<file path="src/rtl/ifq_pkg.sv">
// Shared types and defaults for the instruction fetch queue.
// Carries the {pc, instr} entry layout used by the queue storage and its top level.
package ifq_pkg;

    localparam int unsigned IFQ_DEPTH    = 4;
    localparam logic [31:0] IFQ_RESET_PC = 32'h0000_0000;

    typedef struct packed {
        logic [31:0] pc;
        logic [31:0] instr;
    } fetch_entry_t;

    function automatic logic [31:0] align_pc(input logic [31:0] pc);
        return {pc[31:2], 2'b00};
    endfunction

endpackage

</file>
<file path="src/rtl/ifq_fifo.sv">
// Circular buffer of fetch entries with an explicit count for full/empty.
// Flush clears pointers and count in one cycle; storage contents are left stale.
module ifq_fifo
    import ifq_pkg::*;
#(
    parameter int unsigned DEPTH = IFQ_DEPTH,
    localparam int unsigned AW = $clog2(DEPTH),
    localparam int unsigned CW = $clog2(DEPTH + 1),
    localparam int unsigned EW = $bits(fetch_entry_t)
) (
    input  logic          clk_i,
    input  logic          rst_ni,
    input  logic          flush_i,
    input  logic          push_i,
    input  logic [EW-1:0] wdata_i,
    input  logic          pop_i,
    output logic [EW-1:0] head_o,
    output logic [CW-1:0] count_o
);

    fetch_entry_t  mem_q [DEPTH];
    logic [AW-1:0] wr_ptr_q, wr_ptr_d;
    logic [AW-1:0] rd_ptr_q, rd_ptr_d;
    logic [CW-1:0] count_q, count_d;
    logic          do_push, do_pop;

    assign do_push = push_i & (count_q != CW'(DEPTH));
    assign do_pop  = pop_i & (count_q != '0);

    always_comb begin
        wr_ptr_d = wr_ptr_q;
        rd_ptr_d = rd_ptr_q;
        count_d  = count_q;
        if (flush_i) begin
            wr_ptr_d = '0;
            rd_ptr_d = '0;
            count_d  = '0;
        end else begin
            if (do_push) wr_ptr_d = wr_ptr_q + AW'(1);
            if (do_pop)  rd_ptr_d = rd_ptr_q + AW'(1);
            count_d = count_q + CW'(do_push) - CW'(do_pop);
        end
    end

    always_ff @(posedge clk_i) begin
        if (!rst_ni) begin
            wr_ptr_q <= '0;
            rd_ptr_q <= '0;
            count_q  <= '0;
        end else begin
            wr_ptr_q <= wr_ptr_d;
            rd_ptr_q <= rd_ptr_d;
            count_q  <= count_d;
        end
    end

    always_ff @(posedge clk_i) begin
        if (do_push && !flush_i) mem_q[wr_ptr_q] <= fetch_entry_t'(wdata_i);
    end

    assign head_o  = EW'(mem_q[rd_ptr_q]);
    assign count_o = count_q;

endmodule

</file>
<file path="src/rtl/ifq.sv">
// Instruction fetch queue: owns the fetch PC, issues word reads, buffers {pc, instr} for decode.
// Optional IFQ_BYPASS_EN: a response arriving at an empty queue is presented to decode directly.
module ifq
    import ifq_pkg::*;
#(
    parameter int unsigned DEPTH    = IFQ_DEPTH,
    parameter logic [31:0] RESET_PC = IFQ_RESET_PC
) (
    input  logic                         i_clk,
    input  logic                         i_rst,
    input  logic                         redirect_valid,
    input  logic [31:0]                  redirect_pc,
    input  logic                         mem_gnt,
    output logic                         fetch_req,
    output logic [9:0]                   fetch_addr,
    input  logic [31:0]                  fetch_rdata,
    output logic                         out_valid,
    output logic [31:0]                  out_pc,
    output logic [31:0]                  out_instr,
    input  logic                         out_ready,
    output logic [$clog2(DEPTH+1)-1:0]   occupancy
);

    localparam int unsigned CW = $clog2(DEPTH + 1);
    localparam int unsigned EW = $bits(fetch_entry_t);

    logic [31:0]   fetch_pc_q, fetch_pc_d;
    logic [31:0]   inflight_pc_q, inflight_pc_d;
    logic          inflight_q, inflight_d;
    logic [CW-1:0] count;
    logic [CW:0]   pending;
    logic          issued, bypass, push, pop;
    logic [EW-1:0] head_bits;
    fetch_entry_t  head;

    // Reserve a slot for the in-flight word so a response can always be stored.
    assign pending   = {1'b0, count} + (CW+1)'(inflight_q);
    assign fetch_req = i_rst & ~redirect_valid & (pending < (CW+1)'(DEPTH));
    assign issued    = fetch_req & mem_gnt;
    assign fetch_addr = fetch_pc_q[11:2];

`ifdef IFQ_BYPASS_EN
    assign bypass = inflight_q & (count == '0) & ~redirect_valid;
`else
    assign bypass = 1'b0;
`endif

    assign head      = fetch_entry_t'(head_bits);
    assign out_valid = (count != '0) | bypass;
    assign out_pc    = bypass ? inflight_pc_q : head.pc;
    assign out_instr = bypass ? fetch_rdata   : head.instr;
    assign occupancy = count;

    // A bypassed word consumed by decode never enters storage.
    assign pop  = out_valid & out_ready & ~bypass;
    assign push = inflight_q & ~redirect_valid & ~(bypass & out_ready);

    always_comb begin
        fetch_pc_d    = fetch_pc_q;
        inflight_pc_d = inflight_pc_q;
        inflight_d    = 1'b0;
        if (redirect_valid) begin
            fetch_pc_d = align_pc(redirect_pc);
        end else if (issued) begin
            inflight_d    = 1'b1;
            inflight_pc_d = fetch_pc_q;
            fetch_pc_d    = fetch_pc_q + 32'd4;
        end
    end

    always_ff @(posedge i_clk) begin
        if (!i_rst) begin
            fetch_pc_q    <= RESET_PC;
            inflight_pc_q <= '0;
            inflight_q    <= 1'b0;
        end else begin
            fetch_pc_q    <= fetch_pc_d;
            inflight_pc_q <= inflight_pc_d;
            inflight_q    <= inflight_d;
        end
    end

    ifq_fifo #(
        .DEPTH (DEPTH)
    ) u_fifo (
        .clk_i   (i_clk),
        .rst_ni  (i_rst),
        .flush_i (redirect_valid),
        .push_i  (push),
        .wdata_i ({inflight_pc_q, fetch_rdata}),
        .pop_i   (pop),
        .head_o  (head_bits),
        .count_o (count)
    );

endmodule

</file>
<file path="config.mk">
export PLATFORM = sky130hd
export DESIGN_NAME = ifq
export DESIGN_NICKNAME = d
export VERILOG_FILES = /design/src/rtl/ifq_pkg.sv /design/src/rtl/ifq_fifo.sv /design/src/rtl/ifq.sv
export SDC_FILE = /design/constraint.sdc
export NUM_CORES = 1
export LEC_CHECK = 0
export CAP_MARGIN = 20
export CORE_ASPECT_RATIO = 1.5
export CORE_MARGIN = 1.5
export CORE_UTILIZATION = 56
export DETAILED_ROUTE_END_ITERATION = 16
export PLACE_DENSITY = 0.85
export SYNTH_ARGS = -nofsm -noshare
export SYNTH_HDL_FRONTEND = slang
export SYNTH_SLANG_ARGS = --single-unit
</file>
<file path="constraint.sdc">
create_clock -name i_clk -period 3.8 [get_ports i_clk]
set_clock_uncertainty 0.1 [all_clocks]
set_input_delay 0.76 -clock i_clk [delete_from_list [all_inputs] [get_ports i_clk]]
set_output_delay 0.76 -clock i_clk [all_outputs]
set_load 0.02 [all_outputs]
</file>
Yosys cells after proc, flatten, opt, wreduce, memory -nomap -nowiden

Memories as Yosys holds them, arrays and structs flattened. A register that Yosys moved wholly into a read port is not among the register bits.
Cells that the tools add are included.

Bits in registers: 72
RAM bits: 256
Output and inout port bits: 79
Logic and storage cells: 38
Memories: 1

Memories:

| memory       | depth | bits a word | rd ports | clocked after Yosys merged registers in | wr ports | RTL line       | text |
|---|---|---|---|---|---|---|---|
| u_fifo.mem_q | 4     | 64          | 1        | 1                                       | 1        | ifq_fifo.sv:21 | `fetch_entry_t mem_q [DEPTH];` |

Add/subtract/negate cells: 6
Order comparisons: 1
Eq/ne operators: 1
Mux-type cells: 7
Bitwise logic cells: 9
Reduce and logical (&&, ||, !) cells: 6

Operators with widths:

| kind                                                        | count |
|---|---|
| two-way mux 32 bit                                          | 2 |
| adder 32 x 3 -> 32 bit (second input constant)              | 1 |
| bitwise AND 1 bit                                           | 7 |
| adder 2 x 1 -> 2 bit (second input constant)                | 2 |
| adder 3 x 1 -> 4 bit                                        | 1 |
| less-than comparator 4 x 3 -> 1 bit (second input constant) | 1 |
| two-way mux 2 bit                                           | 2 |
| adder 3 x 1 -> 3 bit                                        | 1 |
| two-way mux 1 bit                                           | 3 |
| != test 3 bit (second input constant)                       | 1 |
| nonzero test 3 bit                                          | 1 |
| subtractor 3 x 1 -> 3 bit                                   | 1 |
| inverter 1 bit                                              | 2 |
| AND reduction 2 bit                                         | 1 |
| nonzero test 2 bit                                          | 1 |
| OR reduction 2 bit                                          | 1 |
| logical AND 1 bit                                           | 1 |
| zero test 1 bit                                             | 1 |

Depth between registers and ports, before layout

Gate-level depths: netlist of the first run.

Depth in word-level cells: 6
Gate-level depth with buffers: 9

By module

A second synthesis of the first run with hierarchy kept.

Cells, all modules: 758
Area total of the unflattened synthesis: 12713.4 µm²

By module, submodules not included:

| module   | times used | cells an instance | area each (µm²) |
|---|---|---|---|
| ifq_fifo | 1          | 384               | 9778.1 |
| ifq      | 1          | 374               | 2935.3 |

Worst setup path after synthesis of the first run

OpenSTA, ideal clock, no wires.

Path type: input-to-reg
Start point: input port redirect_valid
End point: memory u_fifo.mem_q[0][0] in the netlist's numbering (enable)
Library setup time: 0.427 ns
Arrival: 2.792 ns
Data required time: 3.273 ns
Path slack: 0.482 ns
Stages on the path: 4
Path through: buf_2 -> clkbuf_1 -> nor2_1 -> and2_1

Cells in the longest elaborated chain, start to end: 6

RTL lines:

| item                                      | RTL line       | text |
|---|---|---|
| start: declaration                        | ifq.sv:11      | `input logic redirect_valid,` |
| inverter 1 bit (no source line)           | n/a            |  |
| bitwise AND 1 bit                         | ifq.sv:56      | `assign push = inflight_q & ~redirect_valid & ~(bypass & out_ready);` |
| bitwise AND 1 bit                         | ifq_fifo.sv:27 | `assign do_push = push_i & (count_q != CW'(DEPTH));` |
| logical AND 1 bit *                       | ifq_fifo.sv:58 | `if (do_push && !flush_i) mem_q[wr_ptr_q] <= fetch_entry_t'(wdata_i);` |
| two-way mux 1 bit *                       | ifq_fifo.sv:58 |  |
| two-way mux 1 bit (not written as such) * | ifq_fifo.sv:58 |  |
| end: declaration                          | ifq_fifo.sv:21 |  |

Mark *: on every way between the ends. The rest lies on a longest branch, timed or not.

==> results of run 1 <==
[area by class of cell]
class	count	area share [%]
clock buffer	36	5.06
inverter	19	0.473
tap	272	2.26
timing repair buffer	161	10.9
multi-input combinational	381	21.7
clock inverter	16	0.888
sequential	318	58.7
[per-layer routing]
| layer | vias to the layer above | share of wire (%) |
|---|---|---|
| met4 | 0 | 2.8 |
| met1 | 3532 | 38 |
| met5 | - | 0 |
| met2 | 261 | 53 |
| met3 | 46 | 5.2 |
| li1 | 3273 | - |
[where the power goes]
part	internal [mW]	leakage (nW)	switching, mW
logic	0.169	1.53	0.163
clock network	1.50	0.425	1.21
registers	3.77	2.67	0.0488
[critical path, stage by stage (launching register included)]
cell	delay [ns]
dfxtp_4	0.62
buf_4	0.39
mux4_2	0.55
clkdlybuf4s50_1	0.57
[flip-flops by register name (all words and copies together), names as in the netlist, named ones only]
register and count:
u_fifo.rd_ptr_q 2, inflight_q 1, u_fifo.wr_ptr_q 2, u_fifo.count_o 3, fetch_pc_q 30, u_fifo.mem_q 248
inflight_pc_q 30
[metrics by stage]
step | hold WS (ns) | std cells
floorplan | 0.345 | 769
global placement | 0.372 | 1151
detailed placement | 0.388 | 1151
CTS | 0.392 | 1203
global route | 0.419 | 1203
finish | 0.390 | 1203
[how the worst max path moves through the flow]
stage	startpoint	to	slack, ns	cells past startpoint
floorplan	redirect_valid	u_fifo.mem_q[0][0]	0.48	4
global placement	redirect_valid	fetch_pc_q[20]	0.62	8
detailed placement	redirect_valid	fetch_pc_q[20]	0.59	8
CTS	register	out_instr[18]	0.17	3
global route	register	out_instr[18]	0.11	3
finish	register	out_instr[18]	0.26	3
[layout by cell type (no fill, tap or decap), drive strengths merged, types with 10 or more instances in the layout]
cell type,n
clkinv,10
nor3,10
inv,19
clkdlybuf4s50,143
edfxtp,248
mux4,62
nand3,15
dfxtp,70
nand2,93
clkbuf,36
buf,18
o21ai,11
a31oi,10
nor2,20
a21oi,47
[cells by family (layout without fill, tap and decap cells)]
kind of cell               count (synthesis)  after routing
muxes                                     68             68
xor gates and xnor gates                   6              6
buffers and inverters                     70            232
adders and majority gates                  9              9
AOI/OAI and AO/OA                        109            109
and+or+nand+nor                          187            187
DFF                                      318            318
other                                      1              2
==> results.cfg, run 1 <==
[run_status]
status = finished clean

[drt]
wire_per_inst_um = 19.6
drc_errors = 0
avgViaCountPerCell = 5.91
num_vias = 7112
routed_wl_um = 23500
ant_nets = 0
dr.pass1.iters = 5
drt_iter0_drc = 551

[global_routing]
antenna_found_initial = 0
grt-ovfl-total = 0
met2_usage_pct = 38.0
gr-usage-all-layers_pct = 20.6
grt_max_degree = 63
use_met3_pct = 2.43
grt_pass1_vias = 7160
grt_busiest_layer = met2
grt_pass1_wl_um = 37400
grtUsageMet1_pct = 24.9

[finish]
multi_input_area_um2 = 3270
antenna_cells = 0
nFillCells = 1440
drive_gt1_share_pct = 14.7
area_growth_pct = 21.3
fin_nets = 987
final_area_um2 = 15100
final_core_util_pct = 69.4
register_area_um2 = 8850

[die]
rows = 66
initial_core_util_pct = 57.2
fp.dieH_um = 185
ios = 148
coreArea_um2 = 21700
die_area_um2 = 23100
die_x_um = 125

[clock_network]
clkLatencyLatePin_ns = 0.54
tritoncts = done
cts-root-buf = clkbuf_16
clock_path_buffers = 3
holdBufCountCts = 0
post-cts-setup-buffers = 0
cts_buffers = 28
h-tree-depth = 1
clkSinkCount = 318
post_cts_resized = 0
clkTransAtPathRegs_ns = 0.07

[worst_setup_path]
cp-end-kind = output port
cp.arrival_ns = 2.68
r2r_start = u_fifo.count_o[1]
startpoint_type = register
crit_path_max_fanout = 20
worstRegToRegCells = 8
worst_ep_required_time_ns = 2.94
path_class = register to output port
rrSetupSlack_ns = 1.17
rr_endpoint = fetch_pc_q[20]

[placed_design]
placed_cell_area_um2 = 14200
dp_slack_ns = 0.595
dp_hpwl_um = 14600
port-buffer-count = 143
place.gp.congestion = 0.877

[worst_hold_path]
hold_path.class = register to register
holdPathStages = 2
hold_end = inflight_pc_q[14]
worstHoldStart = fetch_pc_q[14]

[sta]
min_period_ns = 3.54
max_freq_mhz = 283
final-hold-violation-count = 0
maxSlewHeadroom_pct = 55.9
setup_ws_ns = 0.263
slew_violations = 0
worstMarginPinSlew_ns = 0.655
setup_violations = 0
period_share_pct = 93.1
setup_tns_ns = 0
rsz0062_at_grt = false

[pwr]
power.density_nw_per_um2 = 455
p_total_mw = 6.86
vdd.ir_drop.worst_uv = 390
leakagePower_nw = 4.63

[synth]
ys_top_cells_by_count = 248 x edfxtp_1, 93 x nand2_1, 70 x dfxtp_1
synthFlopType = edfxtp_1
muxShareOfSynthArea_pct = 11.7
syn_avg_cell_area_um2 = 16.2
synth_area_leaders = edfxtp_1 60%, dfxtp_1 11%, mux4_2 11%
synth_cell_types = 53
netlist_area_um2 = 12400
synth_most_common_cell = edfxtp_1
synth_compound_area_share_pct = 5.62
synth-adder-area-share_pct = 0.967
yosys.area.top_type = edfxtp_1
synth-edff-count = 248
async_flop_share_pct = 0
syn_inst = 768
yosysWarnings = 0
synthDominantCellAreaShare_pct = 59.9
synth_top_family_by_area = multiplexers
synth-simple-area-share_pct = 7.45
synth-seq-cells = 318
ys_seq_area_share_pct = 71.2
synth_xor_area_share_pct = 0.423

[run]
maxCapViolCount = 0
No activity file was read; power rests on OpenSTA's default activity.
==> run 2: changes to the inputs <==
SETUP_SLACK_MARGIN = 0.05   (was default)
SLEW_MARGIN = 20   (was default)
==> results of run 2 <==
The final DEF is identical to that of run 1; final timing and power are the same.
==> run 3: changes to the inputs <==
CORE_MARGIN = 2   (was 1.5)
==> run 3 against run 2 <==
Net effect: first-iteration DRC count is 27% lower; sequential share of layout area hardly changed; global-route usage is 0.61 points lower; register-to-register slack worse by 0.02 ns; combinational power hardly changed; fmax is 1.9% higher; routed wire length is 0.14% lower; non-clock buffer count is 1 higher; worst hold slack worse by 0.0011 ns; die area is 1.3% higher; worst setup slack better by 0.067 ns; critical path type unchanged; largest cell class unchanged; highest routed layer unchanged.
==> results.cfg, run 3 (synthesized netlist as in run 1, its figures left out) <==
[pwr]
vdd.ir_drop.worst_uv = 336
leakagePower_nw = 4.65
power.density_nw_per_um2 = 455
p_total_mw = 6.87

[worst_setup_path]
worstSetupPathDepth = 5
cp-end-kind = output port
worst_ep_required_time_ns = 2.94
path_class = register to output port
cp.buffers_inverters = 1
slowest_delay_ns = 0.62
startpoint_type = register
crit_family = buffers and inverters
worstPathCellList = ha_1 -> o211a_1 -> mux2_2 -> nor2_1 -> clkdlybuf4s50_1
crit_path_max_fanout = 14
cp.arrival_ns = 2.61
worstRegToRegCells = 6
cp_slowest_cell = clkdlybuf4s50_1

[clock_network]
h-tree-depth = 1
clock_path_buffers = 3
cts_buffers = 28
holdBufCountCts = 0
cts-root-buf = clkbuf_16
post_cts_resized = 0
tritoncts = done
post-cts-setup-buffers = 0
clkTransAtPathRegs_ns = 0.06
clkSinkCount = 318
clkLatencyLatePin_ns = 0.53

[drt]
drt_iter0_drc = 402
wire_per_inst_um = 19.5
num_vias = 7008
routed_wl_um = 23500
drc_errors = 0
avgViaCountPerCell = 5.82
ant_nets = 0
dr.pass1.iters = 5

[finish]
layout_commonest_cell = edfxtp_1
nFillCells = 1423
layout_common_cells = 248 x edfxtp_1, 143 x clkdlybuf4s50_1, 93 x nand2_1
top_register = u_fifo.mem_q
area_growth_pct = 21.3
drive_gt1_share_pct = 14.9
reg_top3 = u_fifo.mem_q x248, fetch_pc_q x30, inflight_pc_q x30
antenna_cells = 0
register_area_um2 = 8850
fin_nets = 988
final_area_um2 = 15100
largest_reg_flops = 248
multi_input_area_um2 = 3270

[global_routing]
gr-usage-all-layers_pct = 20.0
grt_pass1_wl_um = 37500
antenna_found_initial = 0
grt_max_degree = 63
grt-ovfl-total = 0
grt_pass1_vias = 7194

[placed_design]
placed_cell_area_um2 = 14200
dp_hpwl_um = 14400
port-buffer-count = 143
place.gp.congestion = 0.869

[die]
die_x_um = 126
ios = 148
fp.dieH_um = 186
die_area_um2 = 23400
rows = 66
coreArea_um2 = 21700
initial_core_util_pct = 57.2

[worst_hold_path]
hold_path.class = register to register
holdPathStages = 2

[sta]
rsz0062_at_grt = false
slew_violations = 0
maxSlewHeadroom_pct = 60.4
setup_tns_ns = 0
hold_ws_ns = 0.389
final-hold-violation-count = 0
setup_violations = 0
worstMarginPinSlew_ns = 0.594
period_share_pct = 91.3
max_freq_mhz = 288
min_period_ns = 3.47

[run_status]
status = finished clean

[run]
maxCapViolCount = 0
[run 3: cell count changes in the layout (fill, tap and decap cells not counted), sizes merged]
cell      change
bufinv        +1
clkinv        +5
clkbuf        -5
buf           +1
clkinvlp      -1
[run 3: cell type report]
cell class | count | area share (%)
Sequential cell | 318 | 58.7
Multi-Input combinational cell | 381 | 21.7
Timing Repair Buffer | 162 | 10.9
Clock buffer | 31 | 4.72
Tap cell | 272 | 2.26
Clock inverter | 21 | 1.21
Inverter | 19 | 0.473
[run 3: through the flow]
step | utilization [%] | std cells | worst slack, ns
2_1_floorplan | - | 769 | 0.482
3_3_place_gp | 65.3 | 1152 | 0.694
3_5_place_dp | 65.3 | 1152 | 0.676
4_1_cts | 69.4 | 1204 | 0.275
5_1_grt | 69.4 | 1204 | 0.219
6_report | 69.4 | 1204 | 0.330
[run 3: routing by layer]
layer	vias to the layer above	share of wire (%)	global-route usage, %
li1	3276	-	-
met1	3446	38	24.3
met2	242	54	36.8
met3	44	5.3	2.47
met4	0	2.6	6.24
met5	-	0	0
[run 3: worst register-to-register path, delay by kind of cell (launching register included)]
kind / cells / cell delay [ns]
and+or+nand+nor: 5 / 1.72
DFF: 1 / 0.51
adders and majority gates: 1 / 0.27
[run 3: path summary, 6_finish.rpt]
path	from	end	slack, ns
setup / recovery	u_fifo.count_o[1]	fetch_req	0.33
hold / removal	fetch_pc_q[30]	inflight_pc_q[30]	0.39
setup reg to reg	fetch_pc_q[2]	fetch_pc_q[28]	1.15
hold reg to reg	fetch_pc_q[30]	inflight_pc_q[30]	0.39
[run 3: where the power goes]
| group | internal (mW) | total, mW | switching (mW) |
|---|---|---|---|
| clock | 1.50 | 2.71 | 1.21 |
| sequential | 3.77 | 3.82 | 0.0486 |
| combinational | 0.170 | 0.334 | 0.164 |
| total | 5.44 | 6.87 | 1.42 |
==> patch 1 (flow settings as in run 1) <==
The option `IFQ_BYPASS_EN` is turned on by a define.
--- a/src/rtl/ifq.sv
+++ b/src/rtl/ifq.sv
@@ -1,4 +1,6 @@
 // Instruction fetch queue: owns the fetch PC, issues word reads, buffers {pc, instr} for decode.
 // Optional IFQ_BYPASS_EN: a response arriving at an empty queue is presented to decode directly.
+`define IFQ_BYPASS_EN
+
 module ifq
     import ifq_pkg::*;
Formal check against the unedited RTL: not equivalent (a bounded check fails within 4 cycles, from zero or initial values and one cycle with i_rst low).
==> patch 1 against run 1 <==
  * Sequential cell count unchanged
  * Largest cell class unchanged
  * Critical path type is now input port to primary output
  * Final area increased by 8.0%
  * Setup slack got worse by 88 ps
  * Power increased by 7.4%
  * Worst hold slack improved by 26 ps
  * Synthesized area increased by 7.6%
  * Clock power increased by 17%
  * Synthesized cell count increased by 12%
  * Count of clock-buffer cells in the layout unchanged
  * Die area increased by 7.4%
  * Sequential power about the same
  * Routed wire length increased by 18%
  * Critical path depth increased by 3
==> patch 1: results (changes against run 1) <==
Power
  • Worst VDD drop: 0.407 mV (was 0.390 mV)
  • Clock power share: 0.430 (was 0.395)
  • Combinational power: 0.389 mW (was 0.333 mW)
  • Leak pwr: 5.16 nW (was 4.63 nW)

Synthesis
  • Mux cell area share after synthesis: 0.157 (was 0.117)
  • Area contributors post-synth: edfxtp_1, dfxtp_1, mux4_2 (unchanged)
  • Adder-cell share of the synthesized area: 0.00898 (was 0.00967)
  • Post-synth cell types: 58 (was 53)
  • Post-synthesis sequential area ratio: 0.662 (was 0.712)
  • Top cells by count, synth: edfxtp_1, dfxtp_1, mux2_2, mux4_2, o21ai_0 (was edfxtp_1, nand2_1, dfxtp_1)
  • Post-synthesis cell count: 861 (was 768)
  • XOR/XNOR Fraction of Synth Area: 0.00328 (was 0.00423)

Worst setup path
  • Capture point of the worst reg-to-reg path: inflight_pc_q[3]$_SDFFE_PN0P_ (was fetch_pc_q[20]$_SDFFE_PN0P_)
  • Critical path fanouts, max: 40 (was 20)
  • R2R depth: 6 (was 8)

STA
  • Final min period: 3630 ps (was 3540 ps)
  • Worst hold slack: 416 ps (was 390 ps)

Place
  • Area of placed instances: 15200 sq um (was 14200 sq um)
  • Placer Congestion: 0.873 (was 0.877)

Layout
  • Filler cells: 1574 (was 1440)
  • Layout Cells excl Fill: 1330 (was 1203)
  • Layout cell share with drive strength beyond 1: 0.213 (was 0.147)

Global route
  • GRT Total Usage: 0.227 (was 0.206)
  • First-pass GRT wire length: 43.4 mm (was 37.4 mm)

Routing
  • WL final: 27.8 mm (was 23.5 mm)
  • Vias: 8026 (was 7112)

Outcome
  • Status: finished, final reports clean (unchanged)
[patch 1: per-layer routing]
metal	vias up	track usage	share of wire
met4	0	0.0717	0.025
met5	-	0	0
met1	4030	0.278	0.39
met3	43	0.0290	0.049
met2	287	0.414	0.54
li1	3666	-	-
[patch 1: cell type report]
| class | count | area, sq um | share of cell area |
|---|---|---|---|
| Tap cell | 319 | 399 | 0.0245 |
| Inverter | 13 | 48.8 | 0.00300 |
| Timing Repair Buffer | 173 | 1770 | 0.109 |
| Multi-Input combinational cell | 455 | 4140 | 0.255 |
| Clock inverter | 16 | 256 | 0.0158 |
| Clock buffer | 36 | 805 | 0.0494 |
| Sequential cell | 318 | 8850 | 0.544 |
[patch 1: cell families (layout without fill, tap and decap cells)]
kind of cell / after synthesis / in the layout
compound gates: 151 / 151
xor+xnor: 5 / 5
fa+ha+maj: 9 / 9
buf+inv: 89 / 238
flops: 318 / 318
mux: 125 / 125
other cells: 1 / 2
simple gates: 163 / 163
==> patch 2 (flow settings as in run 1) <==
Without the edit above. Reset style: asynchronous (`i_rst` and `rst_ni`), changed in 2 clocked blocks.
--- a/src/rtl/ifq_fifo.sv
+++ b/src/rtl/ifq_fifo.sv
@@ -43,5 +43,5 @@
     end
 
-    always_ff @(posedge clk_i) begin
+    always_ff @(posedge clk_i or negedge rst_ni) begin
         if (!rst_ni) begin
             wr_ptr_q <= '0;
--- a/src/rtl/ifq.sv
+++ b/src/rtl/ifq.sv
@@ -69,5 +69,5 @@
     end
 
-    always_ff @(posedge i_clk) begin
+    always_ff @(posedge i_clk or negedge i_rst) begin
         if (!i_rst) begin
             fetch_pc_q    <= RESET_PC;
Function: differs if i_rst is asserted again (counterexample within 4 cycles, from zero or initial values and one cycle with i_rst low); with i_rst held inactive, the same outputs for 4 cycles.
==> patch 2 against run 1 <==
  * Routed wire length fell by 0.47%
  * Final area rose by 0.35%
  * Synthesized area rose by 0.31%
  * Critical path depth did not move
  * Count of clock-buffer cells in the layout rose by 3
  * Cell count fell by 8.9%
  * Sequential cell count fell by 2
  * Setup slack got worse by 32 ps
  * Critical path type unchanged
  * Highest routed layer unchanged
Power is not compared: it rests on default switching activity, and its combinational part moved more than twofold at a synthesized area within 25%.
==> patch 2: results (changes against run 1) <==
Worst setup path
  • Worst Setup EP: out_instr[28] (was out_instr[18])
  • CP peak stage delay: 760 ps (was 620 ps)
  • Setup slack, reg-to-reg: 880 ps (was 1170 ps)
  • RR Startpoint: u_fifo.count_o[1]$_DFF_PN0_ (was u_fifo.count_o[1]$_SDFF_PP0_)
  • Capture point of the worst reg-to-reg path: inflight_pc_q[10]$_DFFE_PN0P_ (was fetch_pc_q[20]$_SDFFE_PN0P_)
  • Worst endpoint data arrival time: 2710 ps (was 2680 ps)

Worst hold path
  • Hold crit path type: input port to asynchronous set/reset pin (was flop to flop)

Layout
  • NumNets Final: 881 (was 987)
  • Layout cell share with drive strength beyond 1: 0.212 (was 0.147)
  • Layout Cells excl Fill: 1096 (was 1203)

STA
  • Worst hold slack: 214 ps (was 390 ps)
  • Worst-margin pin slew: 630 ps (was 655 ps)

Outcome
  • Status: finished, final reports clean (unchanged)

Routing
  • Initial DRC count: 447 (was 551)
  • Post-DR vias/cell: 5.84 (was 5.91)
  • WL final: 23.4 mm (was 23.5 mm)
  • TritonRoute pass-1 iters: 7 (was 5)

Synthesis
  • Mean Syn Cell Area: 19.1 sq um (was 16.2 sq um)
  • Post-synth cell types: 46 (was 53)
  • Ys async rst share: 0.215 (was 0)
  • Post-synthesis sequential area ratio: 0.734 (was 0.712)

Global route
  • Largest net degree at the start of global routing: 43 (was 63)
  • First-pass GRT wire length: 37.2 mm (was 37.4 mm)
  • GRT Total Usage: 0.204 (was 0.206)
  • Vias in the first global route: 6922 (was 7160)

Place
  • Area of placed instances: 14200 sq um (about the same)
  • Cells after DPL: 1046 (was 1151)
patch 2: kinds of logic after synthesis:
logic type,after synthesis,synth area share
other,1,0.000301
AOI/OAI and AO/OA,30,0.0133
muxes,99,0.145
buffers and inverters,47,0.0220
DFF,316,0.734
xor gates and xnor gates,30,0.0211
adders and majority gates,9,0.00964
and+or+nand+nor,120,0.0545
patch 2: area by class of cell:
type,instances,area (sq um)
tap,272,340
clock inverter,11,114
sequential,316,9150
inverter,8,30.0
multi-input combinational,290,3060
clock buffer,39,791
timing repair buffer,160,1640
fill,1423,6680
patch 2: routing by layer:
metal | part of all wire | routed length, microns | GRT usage
met5 | 0 | 0 | 0
met4 | 0.022 | 510 | 0.0655
met3 | 0.050 | 1170 | 0.0264
met2 | 0.56 | 13100 | 0.381
met1 | 0.37 | 8640 | 0.248
patch 2: through the flow:
stage / util / setup WS, ps
after global routing: 0.694 / 100
final: 0.694 / 230
after floorplan: - / 707
after detailed placement: 0.652 / 740
after global placement: 0.652 / 761
after CTS: 0.694 / 178
